[src/rtl/pc_gen_pkg.sv]
// Shared types, constants and BTB sizing helpers for the PC generator.
package pc_gen_pkg;

  localparam int unsigned StallW    = 6;
  localparam int unsigned InstAddrW = 32;

  typedef logic [StallW-1:0]    StallBus;
  typedef logic [InstAddrW-1:0] InstAddrBus;

  localparam logic RstEnable = 1'b1;

  function automatic int unsigned btb_idx_w(input int unsigned depth);
    return $clog2(depth);
  endfunction

  // Tag covers everything above the word offset and the index field.
  function automatic int unsigned btb_tag_w(input int unsigned addr_w, input int unsigned depth);
    return addr_w - 2 - $clog2(depth);
  endfunction

endpackage

[src/rtl/pc_btb.sv]
// Direct-mapped branch target buffer: combinational lookup, registered write, reset clears valids.
module pc_btb
  import pc_gen_pkg::*;
#(
  parameter int unsigned ADDR_W = 32,
  parameter int unsigned DEPTH  = 16
) (
  input  logic              clk,
  input  logic              rst,
  input  logic [ADDR_W-1:0] lookup_pc,
  output logic              hit,
  output logic [ADDR_W-1:0] target,
  input  logic              upd_valid,
  input  logic [ADDR_W-1:0] upd_pc,
  input  logic [ADDR_W-1:0] upd_target
);

  localparam int unsigned IdxW = btb_idx_w(DEPTH);
  localparam int unsigned TagW = btb_tag_w(ADDR_W, DEPTH);

  logic [DEPTH-1:0]  valid_q, valid_d;
  logic [TagW-1:0]   tag_q    [DEPTH];
  logic [TagW-1:0]   tag_d    [DEPTH];
  logic [ADDR_W-1:0] target_q [DEPTH];
  logic [ADDR_W-1:0] target_d [DEPTH];

  logic [IdxW-1:0] lk_idx, upd_idx;
  logic [TagW-1:0] lk_tag, upd_tag;
  logic            unused_lo;

  assign lk_idx    = lookup_pc[2 +: IdxW];
  assign lk_tag    = lookup_pc[ADDR_W-1 -: TagW];
  assign upd_idx   = upd_pc[2 +: IdxW];
  assign upd_tag   = upd_pc[ADDR_W-1 -: TagW];
  assign unused_lo = ^{lookup_pc[1:0], upd_pc[1:0]};

  // Lookup reads the stored arrays, so a same-cycle write is not visible yet.
  assign hit    = valid_q[lk_idx] && (tag_q[lk_idx] == lk_tag);
  assign target = target_q[lk_idx];

  always_comb begin
    valid_d  = valid_q;
    tag_d    = tag_q;
    target_d = target_q;
    if (upd_valid) begin
      valid_d[upd_idx]  = 1'b1;
      tag_d[upd_idx]    = upd_tag;
      target_d[upd_idx] = upd_target;
    end
  end

  always_ff @(posedge clk) begin
    if (rst == RstEnable) begin
      valid_q <= '0;
    end else begin
      valid_q <= valid_d;
    end
  end

  always_ff @(posedge clk) begin
    tag_q    <= tag_d;
    target_q <= target_d;
  end

endmodule

[src/rtl/pc_gen.sv]
// Fetch PC generator with prioritised redirects and optional BTB (enable with PC_GEN_BTB_EN).
module pc_gen
  import pc_gen_pkg::*;
#(
  parameter int unsigned       ADDR_W    = 32,
  parameter logic [ADDR_W-1:0] RESET_PC  = '0,
  parameter int unsigned       NUM_REDIR = 2,
  parameter int unsigned       BTB_DEPTH = 16
) (
  input  logic                        clk,
  input  logic                        rst,
  input  StallBus                     stall_state,
  input  logic                        fetch_ready,
  input  logic [NUM_REDIR-1:0]        redir_valid,
  input  logic [NUM_REDIR*ADDR_W-1:0] redir_pc,
  input  logic                        upd_valid,
  input  logic [ADDR_W-1:0]           upd_pc,
  input  logic [ADDR_W-1:0]           upd_target,
  output logic [ADDR_W-1:0]           pc,
  output logic                        pc_valid,
  output logic                        pred_taken,
  output logic [15:0]                 redir_cnt
);

  logic [ADDR_W-1:0] pc_q, pc_d;
  logic              pc_valid_q, pc_valid_d;
  logic [15:0]       redir_cnt_q, redir_cnt_d;
  logic [ADDR_W-1:0] redir_tgt, btb_target;
  logic              btb_hit, redir_any, advance;
  logic              unused_bits;

`ifdef PC_GEN_BTB_EN
  pc_btb #(
    .ADDR_W(ADDR_W),
    .DEPTH (BTB_DEPTH)
  ) u_btb (
    .clk       (clk),
    .rst       (rst),
    .lookup_pc (pc_q),
    .hit       (btb_hit),
    .target    (btb_target),
    .upd_valid (upd_valid),
    .upd_pc    (upd_pc),
    .upd_target(upd_target)
  );
  assign unused_bits = ^{stall_state[StallW-1:1], redir_tgt[1:0]};
`else
  assign btb_hit     = 1'b0;
  assign btb_target  = '0;
  assign unused_bits = ^{stall_state[StallW-1:1], redir_tgt[1:0], upd_valid, upd_pc, upd_target};
`endif

  // Scan from the top so the lowest asserted channel is the last to write.
  always_comb begin
    redir_tgt = '0;
    for (int i = NUM_REDIR - 1; i >= 0; i--) begin
      if (redir_valid[i]) redir_tgt = redir_pc[i*ADDR_W +: ADDR_W];
    end
  end

  assign redir_any = |redir_valid;
  assign advance   = pc_valid_q & fetch_ready & ~stall_state[0];

  always_comb begin
    pc_d        = pc_q;
    pc_valid_d  = 1'b1;
    redir_cnt_d = redir_cnt_q;
    if (redir_any) begin
      pc_d = {redir_tgt[ADDR_W-1:2], 2'b00};
      if (redir_cnt_q != 16'hFFFF) redir_cnt_d = redir_cnt_q + 16'd1;
    end else if (advance) begin
      pc_d = btb_hit ? btb_target : pc_q + ADDR_W'(4);
    end
  end

  always_ff @(posedge clk) begin
    if (rst == RstEnable) begin
      pc_q        <= RESET_PC;
      pc_valid_q  <= 1'b0;
      redir_cnt_q <= '0;
    end else begin
      pc_q        <= pc_d;
      pc_valid_q  <= pc_valid_d;
      redir_cnt_q <= redir_cnt_d;
    end
  end

  assign pc         = pc_q;
  assign pc_valid   = pc_valid_q;
  assign pred_taken = btb_hit;
  assign redir_cnt  = redir_cnt_q;

endmodule

[config.mk]
export PLATFORM = sky130hd
export DESIGN_NAME = pc_gen
export DESIGN_NICKNAME = d
export VERILOG_FILES = /design/src/rtl/pc_gen_pkg.sv /design/src/rtl/pc_btb.sv /design/src/rtl/pc_gen.sv
export SDC_FILE = /design/constraint.sdc
export NUM_CORES = 1
export LEC_CHECK = 0
export BUFFER_PORTS_ARGS = -buffer_cell sky130_fd_sc_hd__buf_2
export CORE_ASPECT_RATIO = 0.5
export CORE_MARGIN = 8
export CORE_UTILIZATION = 35
export DETAILED_ROUTE_END_ITERATION = 12
export PLACE_DENSITY = 0.74
export SLEW_MARGIN = 20
export SYNTH_ARGS = -nofsm -noshare
export SYNTH_HDL_FRONTEND = slang
export SYNTH_HIERARCHICAL = 1
export SYNTH_SLANG_ARGS = --single-unit
[constraint.sdc]
create_clock -name clk -period 1.83 [get_ports clk]
set_input_delay 0.183 -clock clk [delete_from_list [all_inputs] [get_ports clk]]
set_output_delay 0.183 -clock clk [all_outputs]
set_load 0.005 [all_outputs]
## Word-level counts from Yosys, hierarchy flattened

Index checks and enable logic that the tools add are counted.
Widths: inputs -> output; s select.

| word-level totals | value |
|---|---|
| input bits | 140 |
| output and inout bits | 50 |
| register bits | 49 |

| cells by class | value |
|---|---|
| reduce and logical (&&, ||, !) cells | 4 |
| add/subtract/negate cells | 2 |
| eq/ne operators | 1 |
| bitwise logic cells | 3 |
| mux-type cells | 5 |

Operator list:

| kind | number |
|---|---|
| $mux 32 | 4 |
| $add 32x3->32 const B | 1 |
| $add 16x1->16 const B | 1 |
| $ne 16x16->1 const B | 1 |
| $reduce_or 3->1 | 1 |
| $and 1x1->1 | 2 |
| $reduce_and 2->1 | 1 |
| $reduce_bool 2->1 | 1 |
| $reduce_or 2->1 | 1 |
| $mux 1 | 1 |
| $not 1->1 | 1 |

## Depth between registers and ports, before layout

Gate-level depths: netlist of run 1.

| logic depth | value |
|---|---|
| depth after elaboration | 4 |
| depth in mapped cells | 7 |

## Least setup slack after synthesis of run 1

No wires, ideal clock.

| timing path | value |
|---|---|
| path type | register -> register |
| from | reg pc_q[7] (netlist: pc[7]) |
| to | reg pc_q[31] (netlist: pc[31]) |
| arrival | 1.595 ns |
| path buffers | 2 |
| path slack | 0.156 ns |
| cell stages (with the launch flop) | 8 |
| cells stage by stage | dfxtp_1 > buf_2 > nand4_2 > nor4_4 > buf_4 > nand4_1 > xor2_1 > a211oi_2 |

| between the ends | value |
|---|---|
| word-level cells in the longest chain between the ends | 3 |

RTL lines:

| element | line | text |
|---|---|---|
| start: declaration | pc_gen.sv:25 | `logic [ADDR_W-1:0] pc_q, pc_d;` |
| start signal: assignment | pc_gen.sv:82 | `pc_q <= pc_d;` |
| $add 32x3->32 | pc_gen.sv:72 | `pc_d = btb_hit ? btb_target : pc_q + ADDR_W'(4);` |
| $mux 32 | pc_gen.sv:71 | `end else if (advance) begin` |
| $mux 32 | pc_gen.sv:68 | `if (redir_any) begin` |

No other way between the ends. The select of a mux whose other input is x is not followed.
A chain may end at the register's enable or synchronous reset.

## Worst setup path after layout of run 1

| timing path | value |
|---|---|
| from | reg pc_q[2] (netlist: pc[2]) |
| to | reg pc_q[26] (netlist: pc[26]) |

The elaborated chain is that of the path after synthesis.

==> results of run 1 <==
## layout make-up
| cell class | count | area [sq um] |
|---|---|---|
| multi-input combinational | 285 | 1840 |
| sequential | 47 | 951 |
| clock buffer | 8 | 156 |
| timing repair buffer | 153 | 881 |
| inverter | 9 | 33.8 |
| tap | 112 | 140 |
| fill | 775 | 4030 |
## power by group through the flow
stage	Combinational [uW]	Sequential, uW	Clock [uW]
after floorplan	236	1160	0
after global placement	469	1160	0
after detailed placement	477	1160	0
after CTS	479	1140	1000
after global routing	533	1160	1050
final	485	1150	995
## metal layers
layer  global-route usage [%]  vias up  wire [um]
met1                     23.0     1596       4780
met5                        0        -          0
met4                     6.80        0        192
met2                     29.5      151       5010
met3                     2.66       25        622
li1                         -     1665          -
## cells in the final DEF (no fill, tap or decap), drive strengths merged, types with 11 or more instances in the layout
cell type	count
buf	153
nand4	18
nand2	29
o22ai	11
dfxtp	47
xor2	11
nand3	16
nor2	33
a21oi	25
o21ai	19
nor3	14
## critical path, cell delays in order (launching register included)
cell	delay, ns
dfxtp_2	0.38
ha_1	0.19
and3_1	0.23
and3_1	0.23
nand4_1	0.13
mux2i_1	0.17
a2111oi_2	0.33
## kinds of logic after synthesis
| kind of cell | after synthesis |
|---|---|
| xor gates and xnor gates | 20 |
| other | 1 |
| and+or+nand+nor | 146 |
| DFF | 47 |
| muxes | 6 |
| AOI/OAI and AO/OA | 108 |
| adders and majority gates | 2 |
| buffers and inverters | 34 |
## registers in the layout, indices dropped and copies added, names as in the netlist
signal / count
pc: 30
pc_valid: 1
redir_cnt: 16
## metrics by stage
step | setup slack (ns) | instance area (sq um) | std cells
after detailed placement | -0.0168 | 3800 | 606
after CTS | 0.00880 | 3970 | 614
final | 0.0818 | 4000 | 614
after floorplan | 0.156 | 2900 | 366
after global routing | -0.00912 | 4000 | 614
after global placement | 0.0272 | 3800 | 606
## final timing paths
kind	start	endpoint	slack, ns	depth (start not counted)
worst min-delay path	redir_pc[2]	pc[2]	0.14	3
worst min register to register	redir_cnt[12]	redir_cnt[12]	0.53	2
worst max-delay path	pc[2]	pc[26]	0.08	6
worst max register to register	pc[2]	pc[26]	0.08	6
## timing repair
action,in CTS,in global routing
resized for setup,2,11
pin swaps,0,1
endpoints found under the hold margin,0,0
endpoints found under the setup margin,5,10
==> metrics, run 1 <==
Routed wire per std cell 17.3 um; DRC 0; I/O Buffers 112; Ports 190; initial DRC count 239; Slew Limit Fails 0; Vias 3,437; WP data required 2.02 ns; routability congestion estimate 0.848; clk sinks 47; max frequency 572 MHz; Synth Area in XOR/XNOR 6.05%; Total GRT Usage 17.8%; final wirelength 10.6 mm; die width 145 um; Leak Pwr 0.00169 uW; share of post-route cells with drive strength above 1 36.5%; Crit Path Max Fanout 5; P_int 1900 uW; Critical Path End Type flip-flop; Die Y 80.3 um; Netlist cell types 60; Post-Synth Adder-Cell Area 0.864%; Clock power frac 37.8%; Post-synth EDFFs 0; Hold Buf Count CTS 0; final core occ 49.9%; Post-CTS Setup Bufs 0; largest family of logic cells by synthesized area simple AND/OR/NAND/NOR gates; Synth Area in Simple Gates 27.8%; Fin. Hold Viols 0; cell taking the most area after synthesis dfxtp_1; Core ar. 8030 sq um; Power Density 657 nW/um^2; minimum clock period 1.75 ns; pin count of the biggest net entering global routing 36; outcome finished clean; NetSw 734 uW; Final setup viols 0; sequential cell fraction of total power 43.7%; RSZ-0062 raised after global routing true; Initial Util 36.1%; ys flop type dfxtp_1; final antenna-violating net count 0; share of the synthesized area in the top cell type 32.5%; Worst slew margin 66.2%; most numerous cell in the Yosys netlist dfxtp_1; DP HPWL 7.95 mm; part of the power in combinational logic 18.4%; Tot Pwr 2630 uW; global-route wire length before repair 16.7 mm; most frequent cells after synthesis 47 x dfxtp_1, 33 x nor2_1, 29 x nand2_1, 25 x a21oi_1; Pre-antenna DRT Iters 4; Final Skew 0.00624 ns; Clock Latency Late Sink 0.29 ns; synth top area cells dfxtp_1 32%, a21oi_1 4.3%, nor2_1 4.3%, nand2_1 3.8%, nand4_1 3.7%; CTS root buf clkbuf_16; fraction of synthesized area in multiplexers 2.07%; HP Class in -> reg; number of global-route vias before repair 3,395; Sw Share 27.9%; initial antenna violation count 0; Clk pin slew, worst setup/hold paths 0.07 ns; #FFs+latches synth 47; total gr overflow 0; num rows 23; Final #Nets 643; critical path arrival 1.94 ns; routed vias/inst 5.60; max-cap viol count 0; Netlist Area Pre-Place 2900 sq um; actual slew at the worst max-slew pin 0.506 ns; Area Overhead vs Synth 38.2%; setup_tns 0 ns; startpoint class of the critical path flip-flop; worst setup path class reg -> reg; H-tree depth 2; final hold slack 0.137 ns; peak supply drop 0.000356 V; number of CTS-inserted buffers 5; fin crit share 95.5%; Synth warnings 6; CTS Buffer Depth 2; Avg Synthesized Cell Area 7.95 sq um; area fraction in compound gates after synthesis 25.3%; # diodes 0; CTS tree done; total die area 11,600 sq um; Cells after Synth 364; FFs w/ async S/R, synth 0%; sequential share of the synthesized area 32.5%
No activity file was read; power rests on OpenSTA's default activity.
==> run 2: changes to the inputs <==
- RECOVER_POWER: not set -> 25
==> metrics, run 2 (synthesis results as in run 1) <==
outcome finished clean; CTS tree done; Fin. Hold Viols 0 (unchanged); max frequency 572 MHz (about the same); DP HPWL 7.95 mm (unchanged); Leak Pwr 0.00164 uW (-2.8%); Ports 190 (unchanged); Final #Nets 643 (unchanged); max reg flops 30 (unchanged); Pre-antenna DRT Iters 4 (unchanged); minimum clock period 1.75 ns (-0.00137 ns); Area Overhead vs Synth 37.7%; Crit Path Max Fanout 5 (unchanged); num rows 23 (unchanged); Slew Limit Fails 0 (unchanged); fin crit share 95.5% (about the same); # diodes 0 (unchanged); peak supply drop 0.000358 V (+0.70%); Placed Cells incl. Taps 606 (unchanged); total die area 11,600 sq um (unchanged); Clock Latency Late Sink 0.29 ns (about the same); Core ar. 8030 sq um (unchanged); Clk pin slew, worst setup/hold paths 0.07 ns (about the same); Vias 3,437 (unchanged); worst setup path class reg -> reg; H-tree depth 2 (unchanged); Tot Pwr 2630 uW (about the same); DRC 0 (unchanged); Post-CTS Setup Bufs 0 (unchanged); Total GRT Usage 17.8% (unchanged); final antenna-violating net count 0 (unchanged); Final Skew 0.00744 ns (+0.00119 ns); Hold Buf Count CTS 0 (unchanged); actual slew at the worst max-slew pin 0.540 ns (+0.0340 ns); Max stage delay on crit path 0.38 ns (about the same); critical path arrival 1.94 ns (about the same); Worst slew margin 64.0% (-2.3 points); most used cell, CP and3_1; commonest non-fill, non-tap cell in the layout buf_2; most frequent cells in the layout 100 x buf_2, 41 x dfxtp_1, 40 x buf_4; final core occ 49.7% (-0.19 points); initial antenna violation count 0 (unchanged); routed vias/inst 5.60 (unchanged); I/O Buffers 112 (unchanged); pin count of the biggest net entering global routing 36 (unchanged); share of post-route cells with drive strength above 1 34.1% (-2.4 points); routability congestion estimate 0.848 (unchanged); Routed wire per std cell 17.3 um (about the same); total gr overflow 0 (unchanged); number of global-route vias before repair 3,395 (unchanged); Crit path max-delay family simple AND/OR/NAND/NOR gates; startpoint class of the critical path flip-flop; RSZ-0062 raised after global routing true; final worst setup slack 0.0832 ns (+0.00137 ns); Worst Path Buf+Inv 0 (unchanged); CTS root buf clkbuf_16; initial DRC count 210 (-12%); WP data required 2.02 ns (about the same); CTS Buffer Depth 2 (unchanged); Critical Path End Type flip-flop; CP max-delay cell dfxtp_2; number of CTS-inserted buffers 5 (unchanged); max-cap viol count 0 (unchanged); Final setup viols 0 (unchanged); critical-path cell list ha_1, and3_1, and3_1, nand4_1, mux2i_1, a2111oi_2; Power Density 659 nW/um^2 (+0.29%); die width 145 um (unchanged); clk sinks 47 (unchanged); final wirelength 10.6 mm (about the same); global-route wire length before repair 16.7 mm (unchanged); Die Y 80.3 um (unchanged); post-route insts no fill 614 (unchanged); HP Class in -> reg; Initial Util 36.1% (unchanged); final-layout fill cell count 778 (+0.39%); dpl ws -0.0168 ns (unchanged); setup_tns 0 ns (unchanged)
run 2: worst paths after layout:
check                              startpoint       endpoint  slack (ns)  cells after the start
worst max-delay path                    pc[2]         pc[26]        0.08                      6
worst min-delay path              redir_pc[2]          pc[2]        0.14                      3
worst max register to register          pc[2]         pc[26]        0.08                      6
worst min register to register  redir_cnt[12]  redir_cnt[12]        0.53                      2
run 2: timing repair:
item                                    4_1_cts  5_1_grt
pin swaps                                     0        1
endpoints found under the setup margin        5       10
resized for setup                             2       11
run 2: per-stage QoR:
stage                     hold slack (ns)  area (sq um)
after floorplan                     0.327          2900
after CTS                           0.135          3970
after detailed placement            0.450          3800
after global routing                0.144          3990
after global placement              0.440          3800
final                               0.137          3990
run 2: worst min-delay path, delay by kind of cell:
| family | cells | cell delay, ns |
|---|---|---|
| buffers and inverters | 1 | 0.09 |
| and+or+nand+nor | 1 | 0.05 |
| AOI/OAI and AO/OA | 1 | 0.05 |
run 2: power breakdown:
group          switching (uW)  internal, uW  total (uW)
Combinational             253           229         482
Sequential               68.9          1080        1150
Clock                     413           583         996
run 2: cell type report:
cell class / instances / area (sq um) / area share (%)
multi-input combinational: 285 / 1840 / 46.2
tap: 112 / 140 / 3.51
inverter: 9 / 33.8 / 0.847
timing repair buffer: 153 / 866 / 21.7
clock buffer: 8 / 156 / 3.92
sequential: 47 / 951 / 23.8
run 2: layer usage:
layer  up-vias  part of all wire, %  GRT usage (%)
li1       1665                    -              -
met1      1617                   45           23.0
met2       132                   47           29.5
met3        23                  5.4           2.66
met4         0                  1.9           6.80
met5         -                    0              0
